**src/rtl/rdmx_pkg.sv**
```systemverilog
// Shared RDMX constants: header signature, header field offsets and FSM state encoding.
package rdmx_pkg;

  localparam logic [15:0] RDMX_MAGIC    = 16'h0122;
  localparam int unsigned RDMX_AW       = 64;
  localparam int unsigned HDR_MAGIC_LSB = 0;
  localparam int unsigned HDR_PLEN_LSB  = 16;
  localparam int unsigned HDR_ADDR_LSB  = 32;
  localparam int unsigned HDR_USER_LSB  = 32 + RDMX_AW;

  // Wide enough for ceil(65535 / bytes-per-beat) at any supported data width
  localparam int unsigned BEATS_W = 17;

  typedef enum logic [1:0] {
    S_IDLE = 2'd0,
    S_HDR  = 2'd1,
    S_DATA = 2'd2
  } rdmx_state_t;

endpackage

```
**src/rtl/rdmx_tkeep_gen.sv**
```systemverilog
// Packet length to last-beat byte enables and expected data-beat count.
module rdmx_tkeep_gen
  import rdmx_pkg::*;
#(
  parameter int unsigned DW = 512
) (
  input  logic [15:0]        plen,
  output logic [DW/8-1:0]    last_keep,
  output logic [BEATS_W-1:0] exp_beats
);

  localparam int unsigned KW = DW / 8;
  localparam int unsigned RW = $clog2(KW);

  logic [RW-1:0] rem;
  logic [15:0]   whole;

  assign rem   = plen[RW-1:0];
  assign whole = plen >> RW;

  always_comb begin
    last_keep = '0;
    for (int i = 0; i < KW; i++) begin
      last_keep[i] = (rem == '0) || (RW'(i) < rem);
    end
  end

  // A zero-length packet still carries one data beat
  always_comb begin
    exp_beats = BEATS_W'(whole) + BEATS_W'(rem != '0);
    if (plen == 16'd0) exp_beats = BEATS_W'(1);
  end

endmodule

```
**src/rtl/rdmx_xmit_be.sv**
```systemverilog
// RDMX transmit back-end: pops PLEN/ADDR together, emits a header beat, then passes DATA through.
module rdmx_xmit_be
  import rdmx_pkg::*;
#(
  parameter int unsigned DW    = 512,
  parameter int unsigned AW    = 64,
  parameter int unsigned UW    = 40,
  parameter logic [15:0] MAGIC = RDMX_MAGIC
) (
  input  logic            clk,
  input  logic            resetn,
  input  logic [15:0]     AXIS_PLEN_TDATA,
  input  logic            AXIS_PLEN_TVALID,
  output logic            AXIS_PLEN_TREADY,
  input  logic [AW-1:0]   AXIS_ADDR_TDATA,
  input  logic [UW-1:0]   AXIS_ADDR_TUSER,
  input  logic            AXIS_ADDR_TVALID,
  output logic            AXIS_ADDR_TREADY,
  input  logic [DW-1:0]   AXIS_DATA_TDATA,
  input  logic            AXIS_DATA_TLAST,
  input  logic            AXIS_DATA_TVALID,
  output logic            AXIS_DATA_TREADY,
  output logic [DW-1:0]   M_AXIS_TDATA,
  output logic [DW/8-1:0] M_AXIS_TKEEP,
  output logic            M_AXIS_TLAST,
  output logic            M_AXIS_TVALID,
  input  logic            M_AXIS_TREADY,
  output logic [31:0]     pkt_count,
  output logic            length_error
);

  localparam int unsigned KW       = DW / 8;
  localparam int unsigned CW       = 9;
  localparam int unsigned USER_LSB = HDR_ADDR_LSB + AW;

  rdmx_state_t        state;
  logic [15:0]        plen_q;
  logic [AW-1:0]      addr_q;
  logic [UW-1:0]      user_q;
  logic [CW-1:0]      beat_cnt;
  logic [CW-1:0]      cnt_nxt;
  logic [KW-1:0]      last_keep;
  logic [BEATS_W-1:0] exp_beats;
  logic [DW-1:0]      hdr;
  logic               req_ok;
  logic               data_hs;
  logic               cnt_hit;

  rdmx_tkeep_gen #(.DW(DW)) u_tkeep (
    .plen      (plen_q),
    .last_keep (last_keep),
    .exp_beats (exp_beats)
  );

  assign req_ok  = (state == S_IDLE) && AXIS_PLEN_TVALID && AXIS_ADDR_TVALID;
  assign data_hs = (state == S_DATA) && AXIS_DATA_TVALID && M_AXIS_TREADY;
  assign cnt_nxt = (beat_cnt == '1) ? beat_cnt : beat_cnt + CW'(1);
  assign cnt_hit = (BEATS_W'(cnt_nxt) == exp_beats);

  always_comb begin
    hdr = '0;
    hdr[HDR_MAGIC_LSB +: 16] = MAGIC;
    hdr[HDR_PLEN_LSB  +: 16] = plen_q;
    hdr[HDR_ADDR_LSB  +: AW] = addr_q;
    hdr[USER_LSB      +: UW] = user_q;
  end

  // State, latched request fields, beat check and packet counter
  always_ff @(posedge clk) begin
    if (!resetn) begin
      state        <= S_IDLE;
      plen_q       <= '0;
      addr_q       <= '0;
      user_q       <= '0;
      beat_cnt     <= '0;
      pkt_count    <= '0;
      length_error <= 1'b0;
    end else begin
      case (state)
        S_IDLE: if (req_ok) begin
          plen_q <= AXIS_PLEN_TDATA;
          addr_q <= AXIS_ADDR_TDATA;
          user_q <= AXIS_ADDR_TUSER;
          state  <= S_HDR;
        end
        S_HDR: if (M_AXIS_TREADY) begin
          beat_cnt <= '0;
          state    <= S_DATA;
        end
        S_DATA: if (data_hs) begin
          beat_cnt <= cnt_nxt;
          if (AXIS_DATA_TLAST) begin
            if (!cnt_hit) length_error <= 1'b1;
            pkt_count <= pkt_count + 32'd1;
            state     <= S_IDLE;
          end else if (cnt_hit) begin
            length_error <= 1'b1;
          end
        end
        default: state <= S_IDLE;
      endcase
    end
  end

  // Handshake and output steering by state
  always_comb begin
    AXIS_PLEN_TREADY = 1'b0;
    AXIS_ADDR_TREADY = 1'b0;
    AXIS_DATA_TREADY = 1'b0;
    M_AXIS_TDATA     = '0;
    M_AXIS_TKEEP     = '0;
    M_AXIS_TLAST     = 1'b0;
    M_AXIS_TVALID    = 1'b0;
    case (state)
      S_IDLE: begin
        AXIS_PLEN_TREADY = req_ok;
        AXIS_ADDR_TREADY = req_ok;
      end
      S_HDR: begin
        M_AXIS_TVALID = 1'b1;
        M_AXIS_TDATA  = hdr;
        M_AXIS_TKEEP  = '1;
      end
      S_DATA: begin
        M_AXIS_TVALID    = AXIS_DATA_TVALID;
        M_AXIS_TDATA     = AXIS_DATA_TDATA;
        M_AXIS_TLAST     = AXIS_DATA_TLAST;
        M_AXIS_TKEEP     = AXIS_DATA_TLAST ? last_keep : '1;
        AXIS_DATA_TREADY = M_AXIS_TREADY;
      end
      default: ;
    endcase
  end

endmodule
```
**config.mk**
```make
export PLATFORM = sky130hd
export DESIGN_NAME = rdmx_xmit_be
export DESIGN_NICKNAME = d
export VERILOG_FILES = /design/src/rtl/rdmx_pkg.sv /design/src/rtl/rdmx_tkeep_gen.sv /design/src/rtl/rdmx_xmit_be.sv
export SDC_FILE = /design/constraint.sdc
export NUM_CORES = 1
export LEC_CHECK = 0
export BUFFER_PORTS_ARGS = -buffer_cell sky130_fd_sc_hd__clkbuf_2
export CAP_MARGIN = 20
export CORE_AREA = 2 2 481 483
export DETAILED_ROUTE_END_ITERATION = 12
export DIE_AREA = 0 0 483 485
export PLACE_DENSITY_LB_ADDON = 0.2
export SETUP_SLACK_MARGIN = 0.15
export SLEW_MARGIN = 20
export SYNTH_ARGS = -nofsm -noshare
export SYNTH_HDL_FRONTEND = slang
export SYNTH_SLANG_ARGS = --single-unit
```
**constraint.sdc**
```tcl
create_clock -name clk -period 4.6 [get_ports clk]
set_input_delay 0.46 -clock clk [delete_from_list [all_inputs] [get_ports clk]]
set_output_delay 0.46 -clock clk [all_outputs]
set_load 0.01 [all_outputs]
```
# Word level (Yosys, flattened, before mapping)
# Index checks and enable logic that the tools add are counted.
[word_totals]
regBits = 164
out_inout_bits = 614
wordCells = 182
[op_classes]
add_sub_neg = 3
n_lt_le_gt_ge = 64
eq_ne = 9
n_mux = 20
reduce_logical = 79
[op_table]
columns = ["op", "count"]
rows = [
  ["$pmux 512 s2", 1],
  ["$lt 6x6->1 const A", 32],
  ["$pmux 64 s2", 1],
  ["$lt 5x6->1 const A", 16],
  ["$logic_or 1x1->1", 64],
  ["$mux 64", 1],
  ["$lt 4x6->1 const A", 8],
  ["$add 32x1->32 const B", 1],
  ["$mux 9", 3],
  ["$lt 3x6->1 const A", 4],
  ["$pmux 9 s2", 1],
  ["$eq 9x17->1", 1],
  ["$logic_not 16->1", 1],
  ["$lt 1x6->1 const A", 2],
  ["$lt 2x6->1 const A", 2],
  ["$add 10x1->11", 1],
  ["$mux 11", 1],
  ["$ne 2x2->1 const B", 5],
  ["$add 9x1->9 const B", 1],
  ["$eq 9x9->1 const B", 1],
  ["$mux 2", 4],
  ["$reduce_and 4->1", 2],
  ["$logic_not 6->1", 1],
  ["$mux 1", 6],
  ["other kinds (10)", 15],
]

# Longest topological paths before layout
# Gate-level depths: netlist (run 1).
[depth]
ltp_word = 6
depth_mapped = 13
ltp_nobuf = 12

# By module
# Synthesis (run 1) repeated with hierarchy kept, for this count alone.
[unflattened]
cells_unflattened = 1944
hier_area_um2 = 13621.8
[by_module_without_submodules]
columns = ["module", "n_inst", "cells_each", "area_per_inst_um2", "seq_area_each_um2"]
rows = [
  ["rdmx_xmit_be", 1, 1778, 12692.2, 3283.1],
  ["rdmx_tkeep_gen", 1, 166, 929.6, 0.0],
]

# Worst setup path before layout (run 1)
# OpenSTA, ideal clock, no wires.
[synth_path]
path_kind = "reg-to-reg"
start = "register plen_q[4]"
end = "register length_error"
setup_time_ns = 0.079
t_arrival_ns = 2.594
slack_ns = 1.927
stages_incl_launch_ff = 14
path_buffers = 1
period_less_slack_ns = 2.673
path_cell_list = "dfxtp_1 > buf_2 > nor2_1 > nand3_1 > ha_1 > ha_1 > and4_1 > nand2_1 > mux2_2 > o2111ai_1 > o211ai_2 > nand4_2 > nand4_1 > o211ai_1"
[synth_via]
elab_chain_len = 6
[synth_rtl]
columns = ["item", "line_no", "source"]
rows = [
  ["start: declaration", "rdmx_xmit_be.sv:37", "logic [15:0] plen_q;"],
  ["start signal: assignment", "rdmx_xmit_be.sv:72", "plen_q <= '0;"],
  ["start signal: assignment", "rdmx_xmit_be.sv:81", "plen_q <= AXIS_PLEN_TDATA;"],
  ["$reduce_bool 6->1", "rdmx_tkeep_gen.sv:30", "exp_beats = BEATS_W'(whole) + BEATS_W'(rem != '0);"],
  ["$add 10x1->11", "rdmx_tkeep_gen.sv:30", ""],
  ["$mux 11 *", "rdmx_tkeep_gen.sv:31", "if (plen == 16'd0) exp_beats = BEATS_W'(1);"],
  ["$eq 9x17->1 *", "rdmx_xmit_be.sv:58", "assign cnt_hit = (BEATS_W'(cnt_nxt) == exp_beats);"],
  ["$ne 2x2->1 (no source line) or $reduce_bool 2->1 (tied branches)", "-", ""],
  ["$reduce_and 4->1 (no source line) *", "-", ""],
  ["end signal: assignment", "rdmx_xmit_be.sv:77", "length_error <= 1'b0;"],
  ["end signal: assignment", "rdmx_xmit_be.sv:93", "if (!cnt_hit) length_error <= 1'b1;"],
  ["end signal: assignment", "rdmx_xmit_be.sv:97", "length_error <= 1'b1;"],
  ["end: declaration", "rdmx_xmit_be.sv:29", "output logic length_error"],
]
# Every way passes the cells marked *; elsewhere a longest branch is shown, timed or not.
# A chain may end at the register's enable or synchronous reset.

# Worst setup path after layout (run 1)
[layout_path]
start = "register plen_q[1]"
end = "output M_AXIS_TKEEP[32]"
[layout_via]
elab_chain_len = 4
[layout_rtl]
columns = ["item", "line_no", "source"]
rows = [
  ["$lt 6x6->1 or $logic_not 6->1 (tied branches)", "rdmx_tkeep_gen.sv:24", "last_keep[i] = (rem == '0) || (RW'(i) < rem);"],
  ["$logic_or 1x1->1 *", "rdmx_tkeep_gen.sv:24", ""],
  ["$mux 64 *", "rdmx_xmit_be.sv:128", "M_AXIS_TKEEP = AXIS_DATA_TLAST ? last_keep : '1;"],
  ["$pmux 64 s2 *", "rdmx_xmit_be.sv:114", "case (state)"],
  ["end: declaration", "rdmx_xmit_be.sv:24", "output logic [DW/8-1:0] M_AXIS_TKEEP,"],
]
# Marks and branches as above.

==> flow_summary.toml, run 1 <==
[pwr]
seq_power_share = 0.358
power_frac_comb = 0.258
switchingPower_mw = 1.60
internal_power_mw = 2.68
p_clk_frac = 0.384
power.density_nw_per_um2 = 193
vdd_drop_max_mv = 0.174
leakage_nw = 10.3
swShare = 0.373

[logic_synthesis]
synth_fp_nets = 2233
synth_area_sq_um = 11600
synthAdderAreaFrac = 0.00753
synth.ff_latch_count = 164
synthMuxAreaShare = 0.00742
yosys_most_used_dff = "dfxtp_1"
synth_compound_area_frac = 0.226
ys.warnings.count = 0
synth_cell_types = 58
yosysSeqAreaShare = 0.282
syn_inst = 1587
synth_top_family_by_area = "simple AND/OR/NAND/NOR gates"
yosys.area_share.simple = 0.391
synth_xor_area_frac = 0.0336
synthArstFlopShare = 0
synth-edff-count = 0
synth.avg_cell_area_sq_um = 7.33

[clock_tree]
clk_latency_ns = 0.53
htree_levels = 4
ctsRootBufferMaster = "clkbuf_16"
clk_path_buf_depth = 2
cts_tree = "yes"
cts_hold_buf = 0
clkSinkCount = 164
numCtsBuffers = 17
cts_resized = 1
postCtsSetupBuffers = 0
clk_pin_slew_ns = 0.10

[timing]
hold_violations = 0
tightest_slew_ns = 0.988
max_clock_freq_ghz = 0.244
fin_tns_setup_ns = 0
rsz0062_at_grt = "false"
setup_viol = 0
post-route-min-period_ns = 4.10
fin_skew_ns = 0.0205
slew_violations = 0
period_share = 0.890
relSlewSlack = 0.340

[floorplan]
io_pins = 1253
initial_core_util = 0.0508
dieArea_sq_um = 234000
die_y_um = 485
std_cell_rows = 176
coreArea_sq_um = 229000
die_w_um = 483

[routing]
wire_per_inst_um = 25.8
routed_wl_um = 150000
first_iter_violations = 764
drtPass1Iterations = 5
route.detailed.drc = 0
via_count = 16644
antenna_left = 0
via_per_inst = 2.86

[setup_path]
path_max_fanout = 16
critical_path_arrival_ns = 3.64
path_buf_inv = 3
crit_chain = "buf_4 -> nor2_1 -> nand3_1 -> nand2_1 -> or2_2 -> nand2_1 -> inv_1 -> a21oi_1 -> a31oi_1 -> clkbuf_2"
slowest_delay_ns = 0.53
start_kind = "flop"
crit_required_ns = 4.14
cpMostUsedCell = "nand2_1"
slowest_stage = "nor2_1"
worstSetupPathType = "reg -> out"
crit_family = "simple AND/OR/NAND/NOR gates"
endpoint_kind = "output pin"

[status]
status = "finished, final reports clean"

[place]
port_buffers = 1252
dpl-instance-area_sq_um = 21400
routabilityCongestion = 0.930
place_hpwl_um = 134000

[grt]
overflow = 0
grt_pass1_vias = 16904
grt_first_pass_wirelength_um = 187000
grt_antenna_before_repair = 138
grt_use_total = 0.123
grt_max_degree = 123

[final_layout]
final_area_sq_um = 22100
area_growth_syn_to_layout_pct = 90.1
layout-drive-gt1-share = 0.481
nNetsFinal = 3388
nFillCells = 27183

[worst_hold_path]
min_path_type = "in -> reg"

[job]
cap_violations = 0
-- power groups by stage --
| stage | registers [mW] | logic, mW | clock network, mW |
|---|---|---|---|
| 2_1_floorplan | 1.53 | 0.401 | 0 |
| 3_3_place_gp | 1.57 | 1.14 | 0 |
| 3_5_place_dp | 1.57 | 1.15 | 0 |
| 4_1_cts | 1.54 | 1.15 | 1.78 |
| 5_1_grt | 1.54 | 1.20 | 1.80 |
| 6_report | 1.53 | 1.10 | 1.64 |
-- cell usage in the layout (no fill, tap or decap), types with 8 or more instances in the layout --
cell type and count:
a21oi_1 21, inv_1 18, nand3_1 21, and2_1 427, nor3_1 9, and3_1 8, nor2_1 32, xnor2_1 33
nand2_1 304, clkbuf_16 17, xor2_1 9, diode_2 35, clkbuf_2 1251, a22o_1 120, o21ai_0 46, nand4_1 12
nor2b_1 8, buf_4 16, a21boi_0 129, dfxtp_1 163
-- cell families after synthesis --
group           Yosys count
compound gates          353
xor+xnor                 43
fa+ha+maj                 7
buf+inv                 157
flops                   164
mux                       8
simple gates            855
-- Yosys cell counts (2+ instances only) --
| master | number | area, sq um |
|---|---|---|
| a21oi_1 | 21 | 105 |
| a21boi_0 | 129 | 968 |
| or3_1 | 6 | 37.5 |
| nand3_1 | 22 | 110 |
| xor2_1 | 9 | 78.8 |
| nand4_4 | 2 | 42.5 |
| nor3b_1 | 2 | 15.0 |
| mux2i_1 | 6 | 60.1 |
| a41oi_1 | 3 | 26.3 |
| buf_4 | 2 | 15.0 |
| o21ai_0 | 48 | 240 |
| inv_1 | 19 | 71.3 |
| ha_1 | 7 | 87.6 |
| a22o_1 | 120 | 1050 |
| buf_2 | 3 | 15.0 |
| and2_1 | 429 | 2680 |
| nand4_1 | 12 | 75.1 |
| nand3b_1 | 3 | 22.5 |
| dfxtp_1 | 164 | 3280 |
| nor4_1 | 3 | 18.8 |
| nor3_1 | 9 | 45.0 |
| and3_1 | 8 | 50.1 |
| a31oi_1 | 6 | 37.5 |
| o21ai_1 | 2 | 10.0 |
| a22oi_1 | 2 | 15.0 |
| a21o_1 | 5 | 37.5 |
| xnor2_1 | 33 | 289 |
| o31ai_1 | 3 | 22.5 |
| buf_1 | 4 | 15.0 |
| o21a_1 | 3 | 22.5 |
| nor2b_1 | 8 | 50.1 |
| and4_1 | 4 | 35.0 |
| clkbuf_1 | 129 | 484 |
| nor2_1 | 32 | 120 |
| nand2_1 | 304 | 1140 |
| or2_2 | 3 | 18.8 |
-- tightest hold or removal path: stages --
cell,delay [ns]
clkbuf_2,0.08
nand2_1,0.04
a21boi_0,0.06
-- stage by stage --
step | total power [mW] | cells | utilization | hold slack (ns) | setup slack (ns)
global route | 4.54 | 5789 | 0.0963 | 0.0991 | 0.276
CTS | 4.47 | 5781 | 0.0962 | 0.0586 | 0.282
floorplan | 1.93 | 1587 | - | 0.443 | 1.93
finish | 4.28 | 5816 | 0.0966 | 0.147 | 0.504
global placement | 2.71 | 5749 | 0.0936 | 0.454 | 0.659
detailed placement | 2.72 | 5749 | 0.0936 | 0.458 | 0.633
-- state kept, by name, indices dropped and copies added, names as in the netlist --
name          flops
length_error      1
beat_cnt          9
plen_q           16
pkt_count        32
addr_q           64
user_q           40
state             2
-- cell type report --
type                            instances  area [sq um]  area share
Clock buffer                           19           443      0.0200
Antenna cell                           35          87.6     0.00396
Tap cell                             3026          3790       0.171
Timing Repair Buffer                 1274          6520       0.295
Multi-Input combinational cell       1266          7780       0.352
Inverter                               19          76.3     0.00345
Clock inverter                         13           145     0.00656
Sequential cell                       164          3280       0.149
-- path summary, 6_finish.rpt --
kind	from	cells after the start	end	slack, ns
worst min register to register	addr_q[28]	2	addr_q[28]	0.47
worst max register to register	plen_q[1]	13	length_error	1.09
worst max-delay path	plen_q[1]	10	M_AXIS_TKEEP[32]	0.50
worst min-delay path	AXIS_ADDR_TDATA[3]	3	addr_q[3]	0.15
-- per-layer routing --
| layer | vias up | global-route usage | wire length [um] |
|---|---|---|---|
| met2 | 860 | 0.242 | 82300 |
| met4 | 112 | 0.0200 | 2530 |
| met5 | - | 0 | 677 |
| li1 | 7630 | - | - |
| met1 | 7820 | 0.120 | 51500 |
| met3 | 222 | 0.0511 | 12900 |
(Power assumes the default switching activity.)
==> run 2, diff against run 1 <==
--- a/config.mk
+++ b/config.mk
@@ -11,6 +11,7 @@
 export DETAILED_ROUTE_END_ITERATION = 12
 export DIE_AREA = 0 0 483 485
 export PLACE_DENSITY_LB_ADDON = 0.2
+export REMOVE_ABC_BUFFERS = 1
 export SETUP_SLACK_MARGIN = 0.15
 export SLEW_MARGIN = 20
 export SYNTH_ARGS = -nofsm -noshare
==> flow_summary.toml, run 2 (synthesized netlist as in run 1, its figures left out) <==
[setup_path]
path_max_fanout = 16
startpoint = "plen_q[1]"
critical_path_arrival_ns = 3.50
endpoint_kind = "output pin"
crit_required_ns = 4.14
start_kind = "flop"
rr_startpoint = "plen_q[1]"
worstSetupPathType = "reg -> out"

[grt]
grt_first_pass_wirelength_um = 220000
grt_use_total = 0.150
overflow = 0
grt_pass1_vias = 17216
grt_antenna_before_repair = 160
grt_max_degree = 217

[timing]
fin_tns_setup_ns = 0
post-route-min-period_ns = 3.96
tightest_slew_ns = 0.939
rsz0062_at_grt = "false"
hold_violations = 0
setup_viol = 0
fin_skew_ns = 0.0241
relSlewSlack = 0.374
slew_violations = 0
whs_ns = 0.150
setup_slack_ns = 0.643
period_share = 0.860
max_clock_freq_ghz = 0.253

[routing]
route.detailed.drc = 0
antenna_left = 0
routed_wl_um = 182000
via_per_inst = 2.91
first_iter_violations = 611
wire_per_inst_um = 31.2
drtPass1Iterations = 5
via_count = 16970

[status]
status = "finished, final reports clean"

[clock_tree]
postCtsSetupBuffers = 0
htree_levels = 4
numCtsBuffers = 17
cts_tree = "yes"
clk_latency_ns = 0.54
cts_resized = 0
clkSinkCount = 164
ctsRootBufferMaster = "clkbuf_16"
cts_hold_buf = 0
clk_path_buf_depth = 2
clk_pin_slew_ns = 0.09

[final_layout]
nNetsFinal = 3399
top_regs = "addr_q (64), user_q (40), pkt_count (32)"
post-route-util = 0.0970
regMostFlops = "addr_q"
area_growth_syn_to_layout_pct = 90.9
final_cells = 5826
largest_reg_flops = 64
layout_commonest_cell = "clkbuf_2"
layout-drive-gt1-share = 0.483
mostFrequentLayoutCells = "clkbuf_2 (1251), and2_1 (427), nand2_1 (304), dfxtp_1 (164), a21boi_0 (129)"

[floorplan]
die_y_um = 485
std_cell_rows = 176
coreArea_sq_um = 229000
die_w_um = 483
dieArea_sq_um = 234000
io_pins = 1253
initial_core_util = 0.0508

[place]
place_hpwl_um = 164000
place_inst = 5760
port_buffers = 1252
routabilityCongestion = 1.09
dp_slack_ns = 1.28

[pwr]
vdd_drop_max_mv = 0.259
power.density_nw_per_um2 = 192
leakage_nw = 10.4

[job]
cap_violations = 0

[worst_hold_path]
hold_start = "AXIS_ADDR_TUSER[8]"
min_path_type = "in -> reg"
-- run 2: cell types whose count changed in the layout (fill, tap and decap cells not counted), moves of 2 or more --
cell	change
buf_12	+2
buf_4	+10
clkbuf_8	-2
clkinvlp_4	-2
inv_8	+3
o21ai_0	+2
o21ai_1	-2
-- run 2: critical path, cell delays in order (launching register included) --
cell and delay, ns:
dfxtp_1 0.71, nor2_1 0.08, buf_4 0.20, nand3_1 0.10, buf_4 0.18, nand2_1 0.10, or2_2 0.37, nand2_1 0.22
inv_1 0.13, a21oi_1 0.29, o21ai_0 0.34, clkbuf_2 0.23
-- run 2: cell type report --
class | count | area, sq um
inverter | 19 | 73.8
multi-input combinational | 1266 | 7780
tap | 3026 | 3790
sequential | 164 | 3280
fill | 27099 | 207000
timing repair buffer | 1285 | 6620
clock buffer | 17 | 425
antenna | 34 | 85.1
clock inverter | 15 | 161
-- run 2: where the power goes --
group,switching [mW],total [mW],internal (mW)
registers,0.0558,1.53,1.48
clock network,0.810,1.58,0.769
logic,0.717,1.15,0.437
total,1.58,4.26,2.68
-- run 2: final timing paths --
| path | to | depth (start not counted) | slack (ns) |
|---|---|---|---|
| min reg2reg | addr_q[42] | 2 | 0.46 |
| max | M_AXIS_TKEEP[30] | 11 | 0.64 |
| max reg2reg | length_error | 14 | 1.32 |
| min | user_q[8] | 3 | 0.15 |
-- run 2: per-layer routing --
layer	global-route usage	share of wire	wire, um
met1	0.121	0.29	52300
met5	0.000204	0.0013	245
met4	0.0660	0.051	9250
met3	0.0404	0.060	11000
met2	0.325	0.60	109000
-- run 2: through the flow --
stage | power [mW] | area [sq um]
after floorplan | 1.92 | 11100
after global placement | 2.77 | 21500
after detailed placement | 2.76 | 21500
after CTS | 4.42 | 22100
after global routing | 4.51 | 22200
final | 4.26 | 22200
==> run 3, diff against run 2 <==
--- a/config.mk
+++ b/config.mk
@@ -5,11 +5,13 @@
 export SDC_FILE = /design/constraint.sdc
 export NUM_CORES = 1
 export LEC_CHECK = 0
-export BUFFER_PORTS_ARGS = -buffer_cell sky130_fd_sc_hd__clkbuf_2
 export CAP_MARGIN = 20
-export CORE_AREA = 2 2 481 483
+export CELL_PAD_IN_SITES_DETAIL_PLACEMENT = 0
+export CELL_PAD_IN_SITES_GLOBAL_PLACEMENT = 2
+export CORE_AREA = 2 2 488 490
 export DETAILED_ROUTE_END_ITERATION = 12
-export DIE_AREA = 0 0 483 485
+export DIE_AREA = 0 0 490 492
+export DONT_BUFFER_PORTS = 1
 export PLACE_DENSITY_LB_ADDON = 0.2
 export REMOVE_ABC_BUFFERS = 1
 export SETUP_SLACK_MARGIN = 0.15
==> flow_summary.toml, run 3 (synthesized netlist as in run 1, its figures left out) <==
[final_layout]
multi_input_area_sq_um = 7780
largest_reg_flops = 64
top_regs = "addr_q (64), user_q (40), pkt_count (32)"
area_growth_syn_to_layout_pct = 47.3
nFillCells = 27877
layout_commonest_cell = "and2_1"
regMostFlops = "addr_q"
mostFrequentLayoutCells = "and2_1 (427), nand2_1 (304), dfxtp_1 (164), a21boi_0 (129), a22o_1 (120)"
nNetsFinal = 2229
seq_area_sq_um = 3280
layout-drive-gt1-share = 0.0482

[setup_path]
path_max_fanout = 8
endpoint = "M_AXIS_TKEEP[17]"
critical_path_arrival_ns = 3.49
rr_startpoint = "plen_q[0]"
crit_chain = "nor2_1 -> buf_4 -> nand3_1 -> buf_4 -> nand2_1 -> or2_2 -> nor2_1 -> a21boi_0 -> o21ai_0 -> o21ai_0"
slowest_delay_ns = 0.64
r2r_cells = 14
worstSetupPathType = "reg -> out"
slowest_stage = "o21ai_0"
start_kind = "flop"
reg2reg_slack_ns = 1.45
endpoint_kind = "output pin"
rr_endpoint = "length_error"
startpoint = "plen_q[0]"
crit_required_ns = 4.14

[grt]
grt_use_total = 0.135
overflow = 0
use_met3 = 0.0526
grt_pass1_vias = 12105
grt_max_degree = 167
grtUsageMet1 = 0.107
busiest_layer = "met2"
grt_first_pass_wirelength_um = 197000
grt_antenna_before_repair = 232
use_met2 = 0.289

[clock_tree]
clkSinkCount = 164
clk_pin_slew_ns = 0.09
cts_tree = "yes"
numCtsBuffers = 17
cts_hold_buf = 88
cts_resized = 0
postCtsSetupBuffers = 0
htree_levels = 4
clk_path_buf_depth = 2
ctsRootBufferMaster = "clkbuf_16"
clk_latency_ns = 0.55

[floorplan]
die_w_um = 490
std_cell_rows = 179
initial_core_util = 0.0492
coreArea_sq_um = 236000
io_pins = 1253
die_y_um = 492
dieArea_sq_um = 241000

[pwr]
vdd_drop_max_mv = 0.349
leakage_nw = 5.22
power_mw = 3.97
power.density_nw_per_um2 = 232

[timing]
tightest_slew_ns = 1.12
slew_violations = 0
period_share = 0.859
max_clock_freq_ghz = 0.253
post-route-min-period_ns = 3.95
whs_ns = 0.0785
setup_viol = 0
fin_skew_ns = 0.0201
rsz0062_at_grt = "false"
hold_violations = 0
relSlewSlack = 0.257

[routing]
via_per_inst = 2.60
routed_wl_um = 168000
via_count = 12675
drtPass1Iterations = 7
antenna_left = 0
first_iter_violations = 597
wire_per_inst_um = 34.5
route.detailed.drc = 0

[place]
routabilityCongestion = 1.04
port_buffers = 0
place_hpwl_um = 150000

[worst_hold_path]
hold_start = "AXIS_ADDR_TDATA[0]"
holdPathStages = 2
min_path_type = "in -> reg"

[status]
status = "finished, final reports clean"

[job]
cap_violations = 0
## run 3: cell types whose count changed in the layout (fill, tap and decap cells not counted), sizes merged
cell / change
inv: -4
diode: +80
bufinv: +2
clkbuf: -1248
buf: -7
clkinv: -3
clkinvlp: +2
dlygate4sd3: +88
## run 3: layer usage
layer  up-vias  share of wire
met5         -         0.0018
met4        46          0.038
met3       371          0.087
met2      1021           0.60
met1      5839           0.28
li1       5398              -
## run 3: per-stage QoR
stage	setup WS (ns)	instances	utilization	cell area, sq um	setup TNS (ns)
detailed placement	1.20	4643	0.0650	15400	0
global route	0.276	4845	0.0722	17100	0
global placement	1.26	4643	0.0650	15400	0
CTS	0.519	4763	0.0713	16800	0
finish	0.648	4877	0.0725	17100	0
floorplan	-4.40	1449	-	11100	-1243.93
## run 3: worst max-delay path, delay by kind of cell, from the launching register on
family          cells  cell delay (ns)
compound gates      3             1.13
buf+inv             2             0.37
flops               1             0.56
simple gates        5             0.87
## run 3: cell type report
cell class / count / share of cell area
Antenna cell: 114 / 0.0167
Clock buffer: 20 / 0.0261
Clock inverter: 12 / 0.00979
Inverter: 19 / 0.00431
Multi-Input combinational cell: 1266 / 0.454
Sequential cell: 164 / 0.192
Tap cell: 3167 / 0.231
Timing Repair Buffer: 115 / 0.0662
## run 3: report_power, final
part	total (mW)	internal (mW)	leakage, nW	switching (mW)
Sequential	1.54	1.48	1.33	0.0612
Combinational	0.719	0.214	3.60	0.505
Clock	1.71	0.879	0.291	0.832
Total	3.97	2.57	5.22	1.40
## run 3: worst min-delay path by stage
stage	endpoint	slack, ns
floorplan	addr_q[0]	0.44
global placement	addr_q[17]	0.46
detailed placement	addr_q[43]	0.46
CTS	user_q[15]	0.0008
global route	user_q[9]	0.03
finish	addr_q[0]	0.08
